### config.mk
export PLATFORM = sky130hd
export DESIGN_NAME = sprite_fetch_sched
export DESIGN_NICKNAME = d
export VERILOG_FILES = /design/src/rtl/sprite_fetch_sched.sv
export SDC_FILE = /design/constraint.sdc
export NUM_CORES = 1
export LEC_CHECK = 0
export BUFFER_PORTS_ARGS = -buffer_cell sky130_fd_sc_hd__buf_2
export CORE_ASPECT_RATIO = 0.75
export CORE_MARGIN = 1
export CORE_UTILIZATION = 35
export DETAILED_ROUTE_END_ITERATION = 8
export PLACE_DENSITY = 0.55
export SLEW_MARGIN = 20
export SYNTH_ARGS = -nofsm -noshare
export SYNTH_HDL_FRONTEND = slang
export SYNTH_SLANG_ARGS = --single-unit
### constraint.sdc
create_clock -name clk -period 2 [get_ports clk]
set_input_delay 0.3 -clock clk [delete_from_list [all_inputs] [get_ports clk]]
set_output_delay 0.3 -clock clk [all_outputs]
set_load 0.02 [all_outputs]
### src/rtl/sprite_fetch_sched.sv
// Per-pixel SRAM read scheduler: walks hit sprites top-down then background, first non-key pixel wins.
// Latency: winner j -> pix_valid in cycle j+2; no backpressure, a start during FETCH is dropped and flagged in overrun.
module sprite_fetch_sched #(
    parameter int              N_SPR = 2,
    parameter int              AW    = 17,
    parameter int              DW    = 12,
    parameter logic [DW-1:0]   KEY   = 'h0F0
) (
    input  logic                clk,
    input  logic                reset_n,
    input  logic                start,
    input  logic [AW-1:0]       bg_addr,
    input  logic [N_SPR-1:0]    spr_hit,
    input  logic [N_SPR*AW-1:0] spr_addr,
    output logic                sram_en,
    output logic [AW-1:0]       sram_addr,
    input  logic [DW-1:0]       sram_dout,
    output logic [DW-1:0]       pix_out,
    output logic                pix_valid,
    output logic                busy,
    output logic                overrun
);

    localparam int NC = N_SPR + 1;
    localparam int IW = $clog2(NC);

    typedef enum logic [1:0] {S_IDLE, S_FETCH, S_DONE} state_t;

    state_t          state, state_d;
    logic [AW-1:0]   cand_d [NC];
    logic [AW-1:0]   cand_q [NC];
    logic [IW-1:0]   n_hit;
    logic [IW-1:0]   last_q;
    logic [IW-1:0]   rd_idx;
    logic [IW-1:0]   nxt_idx;
    logic [AW-1:0]   addr_hold;
    logic            accept;
    logic            win;

    // Compact hit sprites, topmost first; background fills every slot after them.
    always_comb begin
        for (int j = 0; j < NC; j++) begin
            cand_d[j] = bg_addr;
        end
        n_hit = '0;
        for (int i = N_SPR - 1; i >= 0; i--) begin
            if (spr_hit[i]) begin
                cand_d[n_hit] = spr_addr[i*AW +: AW];
                n_hit         = n_hit + IW'(1);
            end
        end
    end

    assign accept    = start && reset_n && (state != S_FETCH);
    assign nxt_idx   = rd_idx + IW'(1);
    assign win       = (rd_idx == last_q) || (sram_dout != KEY);
    assign pix_valid = (state == S_DONE);
    assign busy      = (state == S_FETCH);

    always_comb begin
        state_d   = state;
        sram_en   = 1'b0;
        sram_addr = addr_hold;
        case (state)
            S_IDLE, S_DONE: begin
                state_d = S_IDLE;
                if (accept) begin
                    state_d   = S_FETCH;
                    sram_en   = 1'b1;
                    sram_addr = cand_d[0];
                end
            end
            S_FETCH: begin
                if (win) begin
                    state_d = S_DONE;
                end else begin
                    sram_en   = 1'b1;
                    sram_addr = cand_q[nxt_idx];
                end
            end
            default: state_d = S_IDLE;
        endcase
    end

    always_ff @(posedge clk) begin
        if (!reset_n) begin
            state     <= S_IDLE;
            pix_out   <= '0;
            overrun   <= 1'b0;
            rd_idx    <= '0;
            last_q    <= '0;
            addr_hold <= '0;
            for (int j = 0; j < NC; j++) begin
                cand_q[j] <= '0;
            end
        end else begin
            state     <= state_d;
            addr_hold <= sram_addr;
            if (accept) begin
                cand_q <= cand_d;
                last_q <= n_hit;
                rd_idx <= '0;
            end
            if (state == S_FETCH) begin
                if (start) begin
                    overrun <= 1'b1;
                end
                if (win) begin
                    pix_out <= sram_dout;
                end else begin
                    rd_idx <= nxt_idx;
                end
            end
        end
    end

endmodule

Yosys cells after proc, flatten, opt, wreduce, memory -nomap -nowiden:

Index checks and enable logic that the tools add are counted.

* bits of input ports: 68
* register bits: 87
* output and inout bits: 33
* word-level logic and storage cells: 52

* bitwise gates (word level): 2
* $lt $le $gt $ge: 3
* equal/unequal tests: 6
* add/sub/neg operators: 2
* mux-type cells: 22
* reductions and logical operators: 8

Operator list (count)
* 17-bit two-way mux: 6
* 51-bit bitwise mux: 1
* 51-bit two-way mux: 1
* 17-bit binary-select mux with 2-bit select: 1
* 17-bit demux with 2-bit select: 1
* 17-bit case mux with 2 select lines: 1
* 12-bit by 8-bit inequality test with 1-bit output (second input constant): 1
* 2-bit two-way mux: 5
* 3-bit greater-or-equal comparator (second input constant): 2
* 2-bit inverter with 3-bit output: 2
* 2-bit by 1-bit adder with 2-bit output (second input constant): 2
* 1-bit two-way mux: 4
* 2-bit by 1-bit inequality test with 1-bit output (second input constant): 2
* 2-bit case mux with 2 select lines: 1
* 2-bit AND reduction: 2
* 1-bit logical AND: 3
* 3-bit by 1-bit less-than comparator with 1-bit output (second input constant): 1
* 2-bit by 1-bit == test with 1-bit output (second input constant): 1
* 2-bit == test: 1
* 2-bit == test (second input constant): 1
* 2-bit logical NOT: 1
* 1-bit case mux with 2 select lines: 1
* 2-bit OR reduction: 1
* 1-bit logical OR: 1

Longest topological paths before layout:

* word-level depth: 10
* depth in mapped cells: 8
* depth with buffers taken out: 5

Worst setup path before layout:

OpenSTA, ideal clock, no wires.

* path type: input-to-output
* start: input port sram_dout[11]
* end: output port sram_addr[11]
* setup slack: -0.146 ns
* data required time: 1.700 ns
* arrival: 1.846 ns
* cell stages on the path: 5
* buffers on the path: 1
* cells stage by stage: or4b_4 -> a2111o_1 -> buf_2 -> o211ai_2 -> nand3_1

* cells in the longest elaborated chain, start to end: 4

RTL lines
* start, declared: line 17 `input logic [DW-1:0] sram_dout,`
* 12-bit by 8-bit inequality test with 1-bit output: line 56 `assign win = (rd_idx == last_q) || (sram_dout != KEY);`
* 1-bit logical OR: line 56
* 17-bit two-way mux: line 74 `if (win) begin`
* 17-bit case mux with 2 select lines: line 64 `case (state)`
* end, declared: line 16 `output logic [AW-1:0] sram_addr,`

Every way passes these cells.

Worst setup path after layout:

* start: input port sram_dout[9]
* end: output port sram_addr[9]

Same word-level chain as after synthesis.

==> metrics.md <==
| Metric | Value |
|---|---|
| Failing checks | `negative setup slack` |
| Total GRT Usage | `about 23%` |
| Pwr dens | `between 700 and 800 nW/µm²` |
| Hold path start | `bg_addr[10]` |
| Critical Path Fanout Max | `7` |
| DRC viols | `0` |
| Synth Instances | `about 550` |
| # setup viols final | `18` |
| Sequential Power Share | `a little over two fifths` |
| Die Y | `slightly above 100 µm` |
| Gpl congestion | `0.828` |
| Final Util | `between 40% and 50%` |
| Area share of the largest cell type after synthesis | `37.6%` |
| Grt total ovfl | `0` |
| Startpoint types | `input port` |
| Switching fraction of total power | `roughly 27%` |
| Net Count, Synth | `approximately 620` |
| Synth Area per Inst | `between 8 and 9 µm²` |
| Clock-pin slew of the registers on the worst-case setup and hold paths | `around 0.070 ns` |
| Synth Warn # | `0` |
| Final Hold Viols | `0` |
| Skew final | `0.00689 ns` |
| I/O Pins | `just over 100` |
| Total die area | `13,700 µm²` |
| Starting density of the core | `around 37%` |
| R2r startpoint | `last_q[1]$_SDFFE_PN0P_` |
| Fraction of registers with async set or reset after synthesis | `0%` |
| Share of cells above drive strength 1 | `about a third` |
| Register area share after synthesis | `between 30% and 40%` |
| I/O Buffers | `100` |
| Result of the run | `complete, but fails checks` |
| P_sw | `roughly 1.2 mW` |
| Yosys cell types | `39` |
| Final non-filler cell area | `approximately 6100 µm²` |
| Leakage Power | `2.70 nW` |
| H-tree Lvls | `3` |
| Fill count | `around 1,200` |
| Initial antenna violation count | `0` |
| WP buf/inv | `3` |
| Comb pwr share | `~17%` |
| Worst Setup End Kind | `output port` |
| GR Util met2 | `between 30% and 40%` |
| GRT met3 Usage | `under 10%` |
| #FFs+latches synth | `87` |
| Reg2reg path depth | `6` |
| Area of the core | `about 13,000 µm²` |
| Number of max-cap violations | `0` |
| Top cells by area, synth | `dfxtp_1 (38%), nand3_1 (9.6%), nand2_1 (5.6%)` |
| Vias in the first global route | `between 4,000 and 5,000` |
| Number of synthesized flops with an enable pin | `0` |
| Fmax | `roughly 440 MHz` |
| Area grow syn2layout | `32.6%` |
| Placed Area | `5700 µm²` |
| Met1 global-route usage | `around a third` |
| Drt first pass iters | `5` |
| CP top delay family | `simple AND/OR/NAND/NOR gates` |
| Nets@finish | `between 700 and 800` |
| Iter 0 DRT Violations | `between 300 and 400` |
| # hold bufs at CTS | `0` |
| CTS buffer count | `9` |
| Min-Delay Path Depth | `3` |
| CTS tree | `built` |
| Synth Cell Area | `around 4600 µm²` |
| Max Slew Vio Count | `0` |
| Crit path cell chain | `buf_6 > or4_4 > a2111o_1 > buf_6 > o211ai_1 > nand3_1 > buf_2` |
| Worst Setup Slack, final | `-0.290 ns` |
| Max incr delay on CP | `0.55 ns` |
| Number of diodes | `0` |
| Top_reg_cell synth | `dfxtp_1` |
| Die span in x | `between 100 and 150 µm` |
| DR WL/cell | `18.1 µm` |
| Crit Path Class | `in2out` |
| Longest Clk Path Bufs | `2` |
| DR vias/cell | `about 5.6` |
| Synth area leader | `dfxtp_1` |
| First-pass GRT wire length | `about 24,000 µm` |
| Grt peak-use layer | `met1` |
| Most used cell, CP | `buf_6` |
| Worst Tran Pin Value | `0.687 ns` |
| DRT Wirelength | `approximately 15,000 µm` |
| Hold Path Class | `in2reg` |
| Internal Power | `3.27 mW` |
| Critical path data arrival time | `1.99 ns` |
| Cell Rows | `35` |
| DRT antenna net count | `0` |
| Final std cells w/o fill | `846` |
| RSZ-0062 raised after global routing | `yes` |
| DP HPWL | `about 11,000 µm` |
| RR Endpoint | `pix_out[11]$_SDFFE_PN0P_` |
| FF-to-FF setup slack | `between 0.1 and 0.15 ns` |
| Clock sink count | `87` |
| Part of the cycle the worst path needs | `114%` |
| Relative slew slack | `54.2%` |
| Max IR drop VDD | `approximately 0.45 mV` |
| Cells after DPL | `approximately 830` |
| Slowest cell on the critical path | `or4_4` |
| Vias | `around 4,700` |
| Clock network power share | `between 40% and 50%` |
| WHS Endpoint | `cand_q[10]$_SDFFE_PN0P_` |
| Min cycle time layout | `between 2 and 2.5 ns` |
| Critical path required time | `approximately 1.7 ns` |
| Worst-Skew Late Latency | `~0.34 ns` |
| Pin count of the biggest net entering global routing | `65` |
| CTS root buffer | `clkbuf_16` |
worst min-delay path, delay by kind of cell:
family | cells | cell delay [ns]
buffers and inverters | 1 | 0.10
and+or+nand+nor | 2 | 0.09
kinds of logic after synthesis:
| logic type | after synthesis | synth area share, % |
|---|---|---|
| flops | 87 | 37.6 |
| xor+xnor | 3 | 0.568 |
| fa+ha+maj | 1 | 0.270 |
| simple gates | 235 | 26.4 |
| mux | 34 | 7.81 |
| buf+inv | 53 | 4.59 |
| compound gates | 140 | 22.7 |
registers in the layout (all words and copies together), names as in the netlist:
signal / cells
cand_q: 51
addr_hold: 17
pix_out: 12
last_q: 2
rd_idx: 2
state: 2
overrun: 1
worst max path at each step:
stage                                to         start  slack (ns)  cells past startpoint
4_1_cts                   sram_addr[16]  sram_dout[9]       -0.27                      7
6_report                   sram_addr[9]  sram_dout[9]       -0.29                      7
5_1_grt                    sram_addr[9]  sram_dout[9]       -0.39                      7
3_5_place_dp   pix_out[11]$_SDFFE_PN0P_  sram_dout[9]       -0.32                      7
2_1_floorplan             sram_addr[11]  sram_dout[9]       -0.06                      5
3_3_place_gp               sram_addr[7]  sram_dout[9]       -0.27                      7
final cells by class:
type | instances | area (µm²) | area share [%]
Timing Repair Buffer | 161 | 1060 | 17.3
Clock buffer | 13 | 240 | 3.91
Clock inverter | 3 | 67.6 | 1.10
Sequential cell | 87 | 1740 | 28.4
Multi-Input combinational cell | 413 | 2810 | 45.7
Inverter | 3 | 11.3 | 0.183
Tap cell | 166 | 208 | 3.38
cells in the mapped netlist (all sizes together), types with 2 or more instances:
cell type and n:
nand3 89, a31oi 17, nand2 69, and2 2, nand4 12, buf 19
mux2i 17, clkinv 2, a21oi 21, o211ai 19, dfxtp 87, a211o 17
mux2 17, a32oi 17, nor2 3, nand2b 18, xnor2 2, o21ai 29
nor2b 19, a22o 17, clkbuf 31, nor3b 17
through the flow:
step	total power, mW	setup slack (ns)	hold slack [ns]	setup TNS, ns
after global placement	2.68	-0.273	0.433	-8.09
after floorplan	2.39	-0.0603	0.399	-0.795
after global routing	4.66	-0.393	0.182	-5.79
after CTS	4.49	-0.269	0.165	-4.43
after detailed placement	2.70	-0.322	0.438	-9.08
final	4.48	-0.290	0.170	-4.67
layer usage:
layer | vias up | part of all wire, %
met5 | - | 0
met2 | 160 | 40
met1 | 2247 | 52
met4 | 0 | 0.78
met3 | 9 | 7.5
li1 | 2290 | -
cell usage in the layout, fill, tap and decap left out, types with 15 or more instances in the layout:
cell type / count
a21oi_1: 20
o211ai_2: 15
nand3_1: 73
buf_2: 97
dfxtp_1: 85
a32oi_1: 17
a31oi_1: 17
a211o_1: 17
nand2_1: 69
mux2i_1: 17
nor2b_1: 19
nor3b_1: 17
a22o_1: 17
nand3_2: 15
mux2_2: 17
buf_4: 50
nand2b_1: 17
o21ai_0: 17
power by group through the flow:
stage / combinational [mW] / clock, mW / sequential [mW]
floorplan: 0.448 / 0 / 1.94
global placement: 0.742 / 0 / 1.94
detailed placement: 0.754 / 0 / 1.95
CTS: 0.769 / 1.81 / 1.91
global route: 0.847 / 1.89 / 1.92
finish: 0.780 / 1.79 / 1.91
repair_timing:
item | 4_1_cts | 5_1_grt
gates resized for setup | 13 | 9
endpoints found under the hold margin | 0 | 0
cloned | 1 | 0
buffers inserted | 3 | 2
pin swaps | 2 | 4
endpoints found under the setup margin | 18 | 30
Power figures use the tool's default switching activity.
